===== src/rtl/arb8_pkg.sv =====
// Shared constants and state type for the 8-way round-robin arbiter.
package arb8_pkg;

  localparam int unsigned N_REQ = 8;
  localparam int unsigned IDX_W = 3;

  typedef enum logic {
    IDLE,
    GRANT
  } arb_state_e;

endpackage


===== src/rtl/rr_pick8.sv =====
// Rotated priority search: first set req bit starting at ptr, wrapping mod 8.
module rr_pick8
  import arb8_pkg::*;
(
  input  logic [N_REQ-1:0] req,
  input  logic [IDX_W-1:0] ptr,
  output logic [N_REQ-1:0] onehot,
  output logic [IDX_W-1:0] idx,
  output logic             any
);

  logic [IDX_W-1:0] pos;

  always_comb begin
    idx = '0;
    any = 1'b0;
    pos = '0;
    for (int k = 0; k < N_REQ; k++) begin
      // 3-bit addition wraps naturally from 7 back to 0
      pos = ptr + IDX_W'(k);
      if (!any && req[pos]) begin
        any = 1'b1;
        idx = pos;
      end
    end
    onehot = any ? (N_REQ'(1) << idx) : '0;
  end

endmodule


===== src/rtl/rr_arb8.sv =====
// 8-requester round-robin arbiter with registered one-hot grant and ready handshake.
// Optional grant lock across handshakes when ARB8_LOCK_EN is defined.
module rr_arb8
  import arb8_pkg::*;
(
  input  logic             clk,
  input  logic             rst_n,
  input  logic [N_REQ-1:0] req,
  input  logic             grant_ready,
`ifdef ARB8_LOCK_EN
  input  logic             lock,
`endif
  output logic [N_REQ-1:0] grant,
  output logic             grant_valid
);

  arb_state_e       state_q, state_d;
  logic [IDX_W-1:0] ptr_q, ptr_d;
  logic [IDX_W-1:0] win_q, win_d;
  logic [N_REQ-1:0] grant_q, grant_d;
  logic [IDX_W-1:0] search_ptr;
  logic [N_REQ-1:0] pick_onehot;
  logic [IDX_W-1:0] pick_idx;
  logic             pick_any;
  logic             hs;
  logic             lock_en;
  logic             keep;

`ifdef ARB8_LOCK_EN
  assign lock_en = lock;
`else
  assign lock_en = 1'b0;
`endif

  assign hs   = (state_q == GRANT) && grant_ready;
  assign keep = hs && lock_en && req[win_q];

  // Searching from the current winner re-grants it when locked and still requesting.
  always_comb begin
    search_ptr = ptr_q;
    if (hs) begin
      search_ptr = keep ? win_q : (win_q + IDX_W'(1));
    end
  end

  rr_pick8 u_pick (
    .req   (req),
    .ptr   (search_ptr),
    .onehot(pick_onehot),
    .idx   (pick_idx),
    .any   (pick_any)
  );

  always_comb begin
    state_d = state_q;
    ptr_d   = ptr_q;
    win_d   = win_q;
    grant_d = grant_q;
    unique case (state_q)
      IDLE: begin
        if (pick_any) begin
          state_d = GRANT;
          grant_d = pick_onehot;
          win_d   = pick_idx;
        end else begin
          grant_d = '0;
        end
      end
      GRANT: begin
        if (hs) begin
          if (!keep) ptr_d = search_ptr;
          if (pick_any) begin
            grant_d = pick_onehot;
            win_d   = pick_idx;
          end else begin
            state_d = IDLE;
            grant_d = '0;
          end
        end
      end
      default: begin
        state_d = IDLE;
        grant_d = '0;
      end
    endcase
  end

  always_ff @(posedge clk or negedge rst_n) begin
    if (!rst_n) begin
      state_q <= IDLE;
      ptr_q   <= '0;
      win_q   <= '0;
      grant_q <= '0;
    end else begin
      state_q <= state_d;
      ptr_q   <= ptr_d;
      win_q   <= win_d;
      grant_q <= grant_d;
    end
  end

  assign grant       = grant_q;
  assign grant_valid = (state_q == GRANT);

endmodule


===== config.mk =====
export PLATFORM = sky130hd
export DESIGN_NAME = rr_arb8
export DESIGN_NICKNAME = d
export VERILOG_FILES = /design/src/rtl/arb8_pkg.sv /design/src/rtl/rr_pick8.sv /design/src/rtl/rr_arb8.sv
export SDC_FILE = /design/constraint.sdc
export NUM_CORES = 1
export LEC_CHECK = 0
export ABC_AREA = 1
export BUFFER_PORTS_ARGS = -buffer_cell sky130_fd_sc_hd__buf_2
export CAP_MARGIN = 10
export CORE_ASPECT_RATIO = 1.4
export CORE_UTILIZATION = 61
export CTS_BUF_LIST = sky130_fd_sc_hd__clkbuf_8
export CTS_CLUSTER_SIZE = 12
export DETAILED_ROUTE_END_ITERATION = 10
export PLACE_DENSITY_LB_ADDON = 0.08
export REMOVE_ABC_BUFFERS = 1
export SYNTH_ARGS = -nofsm -noshare
export SYNTH_HDL_FRONTEND = slang
export SYNTH_SLANG_ARGS = --single-unit

===== constraint.sdc =====
create_clock -name clk -period 3.5 [get_ports clk]
set_input_delay 0.175 -clock clk [delete_from_list [all_inputs] [get_ports clk]]
set_output_delay 0.175 -clock clk [all_outputs]
set_load 0.05 [all_outputs]

## Yosys cells after proc, flatten, opt, wreduce, memory -nomap -nowiden

Cells that the tools add are included.

| storage, ports and cells | value |
|---|---|
| flip-flop bits (word level) | 15 |
| output and inout bits | 9 |

| cells by class | value |
|---|---|
| add/subtract/negate cells | 8 |
| $lt $le $gt $ge | 8 |
| equal/unequal tests | 1 |
| shift-type cells | 1 |
| mux-type cells | 42 |
| bitwise logic cells | 1 |
| reduce and logical (&&, ||, !) cells | 16 |

Operators with widths:

| kind | number |
|---|---|
| $mux W3 | 11 |
| $lt A3 B4 Y1 const B | 8 |
| $bmux W1 S3 | 8 |
| $mux W1 | 18 |
| $mux W8 | 2 |
| $pmux W8 S2 | 1 |
| $add A3 B3 Y3 const B | 4 |
| $logic_and A1 B1 Y1 | 8 |
| $shl A1 B3 Y8 const A | 1 |
| $logic_not A1 Y1 | 7 |
| $add A3 B1 Y3 const B | 2 |
| $add A3 B2 Y3 const B | 2 |
| $pmux W3 S2 | 1 |
| $ne A2 B1 Y1 const B | 1 |
| $pmux W1 S2 | 1 |
| $reduce_and A2 Y1 | 1 |
| $not A1 Y1 | 1 |

## Depth between registers and ports, before layout

Gate-level depths: netlist of the first run.

| logic depth | value |
|---|---|
| word-level depth | 30 |
| mapped depth | 22 |
| depth with buffers taken out | 21 |

## Modules after synthesis

From an unflattened synthesis of the first run, not the netlist that was laid out.

| unflattened totals | value |
|---|---|
| cell total of the unflattened synthesis | 242 |
| area total of the unflattened synthesis | 1527.7 µm² |

Modules (own cells, without submodules):

| module | times used | cells an instance | area an instance (µm²) | seq. area each (µm²) |
|---|---|---|---|---|
| rr_pick8 | 1 | 169 | 895.9 | 0.0 |
| rr_arb8 | 1 | 73 | 631.9 | 375.4 |

## Least setup slack after synthesis of the first run

OpenSTA, ideal clock, no wires.

| path | value |
|---|---|
| kind | flip-flop to flip-flop |
| start | register state_q (netlist: grant_valid) |
| end | register grant_q[4] (netlist: grant[4]) |
| arrival | 2.795 ns |
| data required time | 3.382 ns |
| slack | 0.588 ns |
| cell stages (with the launch flop) | 20 |
| path buffers | 1 |
| period minus slack after synthesis | 2.912 ns |
| cell sequence | dfrtp_1 -> nand2_4 -> nand2_4 -> nand2_4 -> buf_4 -> ha_1 -> inv_1 -> nand3_1 -> nand2_1 -> nand2_1 -> nand2_2 -> nand3_2 -> nor2_4 -> nand4_2 -> nor2_2 -> nor2_2 -> nand3_2 -> inv_2 -> nand2_1 -> nand2_1 |

| on the way | value |
|---|---|
| cells in the longest elaborated chain, start to end | 30 |
| elaborated cells between the ends (all ways) | 61 |
| those cells by class | add/sub (7); eq/ne (1); shift (1); mux (36); bitwise (1); reduce/logical (15) |

Ends and longest elaborated chain:

| what | line | RTL |
|---|---|---|
| from (decl) | rr_arb8.sv:17 | `arb_state_e state_q, state_d;` |
| from (signal assigned) | rr_arb8.sv:95 | `state_q <= state_d;` |
| branches (longest 30 deep; another with $add A3 B1 Y3) | n/a |  |
| to (signal assigned) | rr_arb8.sv:98 | `grant_q <= grant_d;` |
| to (decl) | rr_arb8.sv:20 | `logic [N_REQ-1:0] grant_q, grant_d;` |

Parallel ways; which one is timed is not known. The select of a mux whose other input is x is not followed.
A chain may end at the register's enable or synchronous reset.

## Worst setup path after layout of the first run

| path | value |
|---|---|
| start | register state_q (netlist: grant_valid) |
| end | register grant_q[3] (netlist: grant[3]) |

Same word-level chain as after synthesis.

==> results of run 1 <==
layer usage:
layer	vias up	global-route usage, %	wire [um]
li1	1023	-	-
met3	22	4.098	181
met4	0	20.83	268
met2	68	56.08	2281
met5	-	0	0
met1	843	34.88	1746
stage by stage:
stage | setup slack [ns] | total power, mW | util, % | std cells | instance area, um^2
after global placement | 0.5861 | 1.957 | 69.90 | 351 | 1886
after floorplan | 0.5580 | 1.617 | - | 295 | 1738
after CTS | 0.4871 | 2.126 | 71.99 | 356 | 1942
after detailed placement | 0.5130 | 1.977 | 69.90 | 351 | 1886
after global routing | 0.1527 | 2.383 | 71.99 | 356 | 1942
final | 0.4566 | 2.142 | 71.99 | 356 | 1942
power by group through the flow:
stage | Sequential [mW] | Combinational [mW] | Clock (mW)
2_1_floorplan | 0.330 | 1.29 | 0
5_1_grt | 0.271 | 1.96 | 0.154
4_1_cts | 0.263 | 1.72 | 0.143
3_5_place_dp | 0.266 | 1.71 | 0
6_report | 0.263 | 1.73 | 0.145
3_3_place_gp | 0.263 | 1.69 | 0
worst paths after layout:
check | end | slack (ns) | depth (start not counted)
hold reg to reg | grant[4] | 0.47 | 2
setup / recovery | grant[3] | 0.46 | 16
max in group asynchronous | grant[0] | 2.91 | 2
min in group asynchronous | ptr_q[0] | 0.34 | 2
setup reg to reg | grant[3] | 0.46 | 16
hold / removal | ptr_q[0] | 0.28 | 3
synthesized netlist by cell type, drive strengths merged:
cell,count,area share (%)
o21bai,2,0.84
clkinv,2,0.42
o21ai,7,2.0
a21oi,1,0.28
nand3,79,24
nor2,25,7.3
dfrtp,15,21
nor3,1,0.28
buf,7,3.1
a21boi,1,0.42
inv,33,6.9
nand2,117,28
a31oi,1,0.35
nand4,8,3.1
ha,3,2.1
critical path, stage by stage, from the launching register on:
cell	delay, ns
dfrtp_1	0.52
nand2_4	0.13
nand2_4	0.18
nand2_4	0.21
ha_1	0.45
inv_1	0.13
nand3_1	0.11
nand2_1	0.08
nand2_1	0.06
nand2_1	0.12
nor2_4	0.12
nand4_1	0.13
nor2_2	0.18
nand4_1	0.15
nand3_1	0.15
nand2_1	0.08
o21bai_1	0.16
state kept, by name (all words and copies together) (netlist names):
| signal | cells |
|---|---|
| win_q | 3 |
| grant | 8 |
| grant_valid | 1 |
| ptr_q | 3 |
cell families after synthesis:
kind of cell               after synthesis  synth area share [%]
and+or+nand+nor                        230                 62.74
AOI/OAI and AO/OA                       12                 3.838
buffers and inverters                   42                 10.40
DFF                                     15                 20.94
adders and majority gates                3                 2.094
timing repair:
item                                    in CTS  in global routing
endpoints found under the setup margin       0                  0
hold endpoints to repair                    15                  0
buffers inserted                             0                  0
hold buffers                                 1                  0
area by class of cell:
cell class / instances / share of cell area (%)
Clock buffer: 3 / 2.126
Clock inverter: 1 / 0.2577
Tap cell: 36 / 2.320
Sequential cell: 15 / 19.33
Multi-Input combinational cell: 245 / 63.40
Inverter: 35 / 6.765
Timing Repair Buffer: 21 / 5.799
==> flow_summary.yaml, run 1 <==
worst_setup_path:
  start_kind: "flop"
  worstReg2RegStart: "grant_valid"
  startpoint: "grant_valid"
  arrival_ns: 3.22
  crit_type: "flop to flop"
  path_max_fanout: 24
  end_kind: "flop"
  worstPathRequired_ns: 3.68
final_layout:
  area_growth_pct: 8.304
  drive_gt1_share_pct: 18.44
  multi_input_area_um2: 1231
  antenna_cells: 0
  finish.net_count: 335
  num-fill-cells: 250
  final_cell_mix: "99 x nand2_1, 75 x nand3_1, 30 x inv_1"
  final_common_cell: "nand2_1"
  seq_area_um2: 375.4
die:
  rows: 22
  chipHeight_um: 66.15
  initial_core_util_pct: 66.47
  die_w_um: 47.82
  top_level_ports: 20
  fp.coreArea_um2: 2698
  dieArea_um2: 3163
route:
  vias_per_cell: 5.494
  first_pass_iters: 6
  avgRoutedWirePerCell_um: 12.58
  detail-route-antenna-nets: 0
  num_vias: 1956
  drcViolationCount: 0
  routed_wl_mm: 4.478
  first_iter_violations: 66
clocking:
  numCtsBuffers: 3
  cts_resized: 0
  cts.clk_slew.worst_paths_ns: 0.06
  clk_latency_ns: 0.26
  ctsLongestPathBuffers: 2
  ctsRootBufferMaster: "clkbuf_8"
  htree_num_levels: 1
  cts_tree: "yes"
  cts_sinks: 15
yosys:
  netlist_instances: 302
  yosys_warnings: 0
  synth_cell_types: 26
  syn_avg_cell_area_um2: 5.937
  ys_ff_latch: 15
  ys_seq_area_share_pct: 20.94
  syn_area_um2: 1793
power:
  seqPwrFrac_pct: 12.3
  combPwrFrac_pct: 80.9
  cell_internal_pwr_uw: 811.7
  power_frac_clock_pct: 6.8
  p_per_area_nw_per_um2: 1103
  switchingPower_mw: 1.330
  peakVddDrop_uv: 612.8
  swShare_pct: 62.10
  p_leak_nw: 1.103
sta:
  rsz0062_at_grt: "false"
  fin_setup_tns_ns: 0
  max_freq_mhz: 328.6
  relSlewSlack_pct: 61.60
  slew_violations: 0
  min_period_ns: 3.043
  finalHoldViolations: 0
  worst_pin_slew_ns: 0.5739
  setup_viol: 0
  min_period_over_period_pct: 86.96
  hold_ws_ns: 0.2850
  finClkSkew_ns: 0.001974
outcome:
  status: "finished, final reports clean"
placement:
  port_buffers: 19
  dpl.hpwl_mm: 3.586
  gp_congestion: 0.9681
grt:
  grt_pass1_wl_mm: 7.355
  grt_pass1_vias: 1757
  grt.total_usage_pct: 32.59
  grt_max_degree: 25
  antenna_found_initial: 0
  overflow: 0
worst_hold_path:
  worst_hold_path_type: "input port to flop"
  hp-start: "grant_ready"
job:
  cap_violations: 0
(Power assumes the default switching activity.)
==> run 2: changes to the inputs <==
--- a/config.mk
+++ b/config.mk
@@ -9,11 +9,11 @@
 export BUFFER_PORTS_ARGS = -buffer_cell sky130_fd_sc_hd__buf_2
 export CAP_MARGIN = 10
 export CORE_ASPECT_RATIO = 1.4
-export CORE_UTILIZATION = 61
+export CORE_UTILIZATION = 40
 export CTS_BUF_LIST = sky130_fd_sc_hd__clkbuf_8
 export CTS_CLUSTER_SIZE = 12
 export DETAILED_ROUTE_END_ITERATION = 10
-export PLACE_DENSITY_LB_ADDON = 0.08
+export PLACE_DENSITY_LB_ADDON = 0.12
 export REMOVE_ABC_BUFFERS = 1
 export SYNTH_ARGS = -nofsm -noshare
 export SYNTH_HDL_FRONTEND = slang
==> run 2 against run 1 <==
Against the previous run: combinational power is 2% higher; clock-buffer cell count stayed put; utilization is 26 points lower; critical path depth is 2 higher; clock power is 3% lower; cell count is 7.0% higher; clock skew is 0.00073 ns higher; largest power group unchanged.
==> flow_summary.yaml, run 2 (same netlist as run 1, synthesis figures left out) <==
clocking:
  numCtsBuffers: 3
  ctsLongestPathBuffers: 2
  postCtsHoldBufs: 1
  ctsRootBufferMaster: "clkbuf_8"
  cts_sinks: 15
  cts_tree: "yes"
  clk_latency_ns: 0.25
  htree_num_levels: 1
  cts_setup_buffers: 0
  cts_resized: 0
  cts.clk_slew.worst_paths_ns: 0.06
placement:
  dpl.hpwl_mm: 3.934
  dpl_cell_area_um2: 1923
  port_buffers: 19
  gp_congestion: 0.8551
worst_setup_path:
  cp_common_cell: "nand2_1"
  r2r_slack_ns: 0.53
  crit_type: "flop to flop"
  max_stage_delay_ns: 0.53
  crit_chain: "nand2_4 > nand2_4 > nand2_4 > ha_1 > inv_1 > nand3_1 > nand2_1 > nand2_1 > nand2_2 > nand3_2 > nor2_4 > nand4_2 > nor2_2 > nor2_2 > nand3_2 > inv_2 > nand2_1 > nand2_1"
  worstPathRequired_ns: 3.64
  cp.buffers_inverters: 2
  start_kind: "flop"
  path_max_fanout: 16
  end_kind: "flop"
  path_delay_family: "simple AND/OR/NAND/NOR gates"
  arrival_ns: 3.11
  crit_slowest_cell: "dfrtp_1"
final_layout:
  antenna_cells: 0
  finish.net_count: 336
  design_area_um2: 1979
  area_growth_pct: 10.40
  largest_reg_flops: 8
  final_cell_mix: "99 x nand2_1, 75 x nand3_1, 30 x inv_1"
  final_common_cell: "nand2_1"
  drive_gt1_share_pct: 18.69
power:
  p_leak_nw: 1.107
  seqPwrFrac_pct: 12.1
  peakVddDrop_uv: 402.2
  p_per_area_nw_per_um2: 1100
  cell_internal_pwr_uw: 817.2
  combPwrFrac_pct: 81.4
  swShare_pct: 62.45
  finalPower_mw: 2.176
  power_frac_clock_pct: 6.5
  switchingPower_mw: 1.359
sta:
  setup_viol: 0
  min_period_ns: 2.969
  min_period_over_period_pct: 84.84
  slew_violations: 0
  relSlewSlack_pct: 64.43
  rsz0062_at_grt: "false"
  finClkSkew_ns: 0.002699
  finalHoldViolations: 0
  max_freq_mhz: 336.8
  fin_setup_tns_ns: 0
  worst_pin_slew_ns: 0.5288
route:
  avgRoutedWirePerCell_um: 12.76
  num_vias: 1943
  first_iter_violations: 90
  drcViolationCount: 0
  vias_per_cell: 5.100
  first_pass_iters: 5
  routed_wl_mm: 4.861
  detail-route-antenna-nets: 0
die:
  chipHeight_um: 81.22
  die_w_um: 58.59
  initial_core_util_pct: 41.95
  fp.coreArea_um2: 4274
  dieArea_um2: 4758
  top_level_ports: 20
  rows: 28
grt:
  grt_pass1_vias: 1852
  antenna_found_initial: 0
  grt_pass1_wl_mm: 8.204
  grt.total_usage_pct: 22.16
  overflow: 0
  grt_max_degree: 24
outcome:
  status: "finished, final reports clean"
worst_hold_path:
  worst_hold_path_type: "input port to flop"
job:
  cap_violations: 0
[run 2: cell count changes in the layout (fill, tap and decap cells not counted), sizes merged]
| cell | change |
|---|---|
| buf | +1 |
[run 2: area by class of cell]
cell class,instances,area [um^2]
Clock buffer,3,41.29
Clock inverter,1,5.005
Fill cell,481,2295
Inverter,35,131.4
Multi-Input combinational cell,245,1231
Sequential cell,15,375.4
Tap cell,60,75.07
Timing Repair Buffer,22,120.1
[run 2: per-layer routing]
| metal | global-route usage, % | vias to the layer above | wire length (um) |
|---|---|---|---|
| li1 | - | 1015 | - |
| met1 | 24.81 | 849 | 2009 |
| met2 | 39.77 | 59 | 2437 |
| met3 | 1.592 | 20 | 148 |
| met4 | 14.29 | 0 | 267 |
| met5 | 0 | - | 0 |
[run 2: path summary, 6_finish.rpt]
kind / depth (start not counted) / endpoint / startpoint
min: 3 / ptr_q[0] / grant_ready
min in group asynchronous: 2 / win_q[2] / rst_n
min reg2reg: 2 / grant[5] / grant[5]
max reg2reg: 18 / grant[4] / grant_valid
max: 18 / grant[4] / grant_valid
max in group asynchronous: 2 / grant_valid / rst_n
[run 2: metrics by stage]
stage | util [%] | hold slack (ns) | setup WS, ns | instances
after floorplan | - | -0.1206 | 0.5580 | 295
after global routing | 46.31 | 0.3294 | 0.2498 | 381
final | 46.31 | 0.2826 | 0.5306 | 381
after detailed placement | 44.99 | 0.09893 | 0.5068 | 376
after CTS | 46.31 | 0.2874 | 0.4967 | 381
after global placement | 44.99 | 0.09630 | 0.5231 | 376
[run 2: power by group through the flow]
stage,Sequential (mW),Combinational (mW),Clock (mW)
finish,0.263,1.77,0.141
global route,0.270,2.00,0.151
CTS,0.263,1.77,0.142
detailed placement,0.266,1.76,0
global placement,0.263,1.77,0
floorplan,0.330,1.29,0
[run 2: worst min-delay path, delay by kind of cell]
| kind | cells | cell delay (ns) |
|---|---|---|
| buffers and inverters | 1 | 0.16 |
| and+or+nand+nor | 2 | 0.16 |
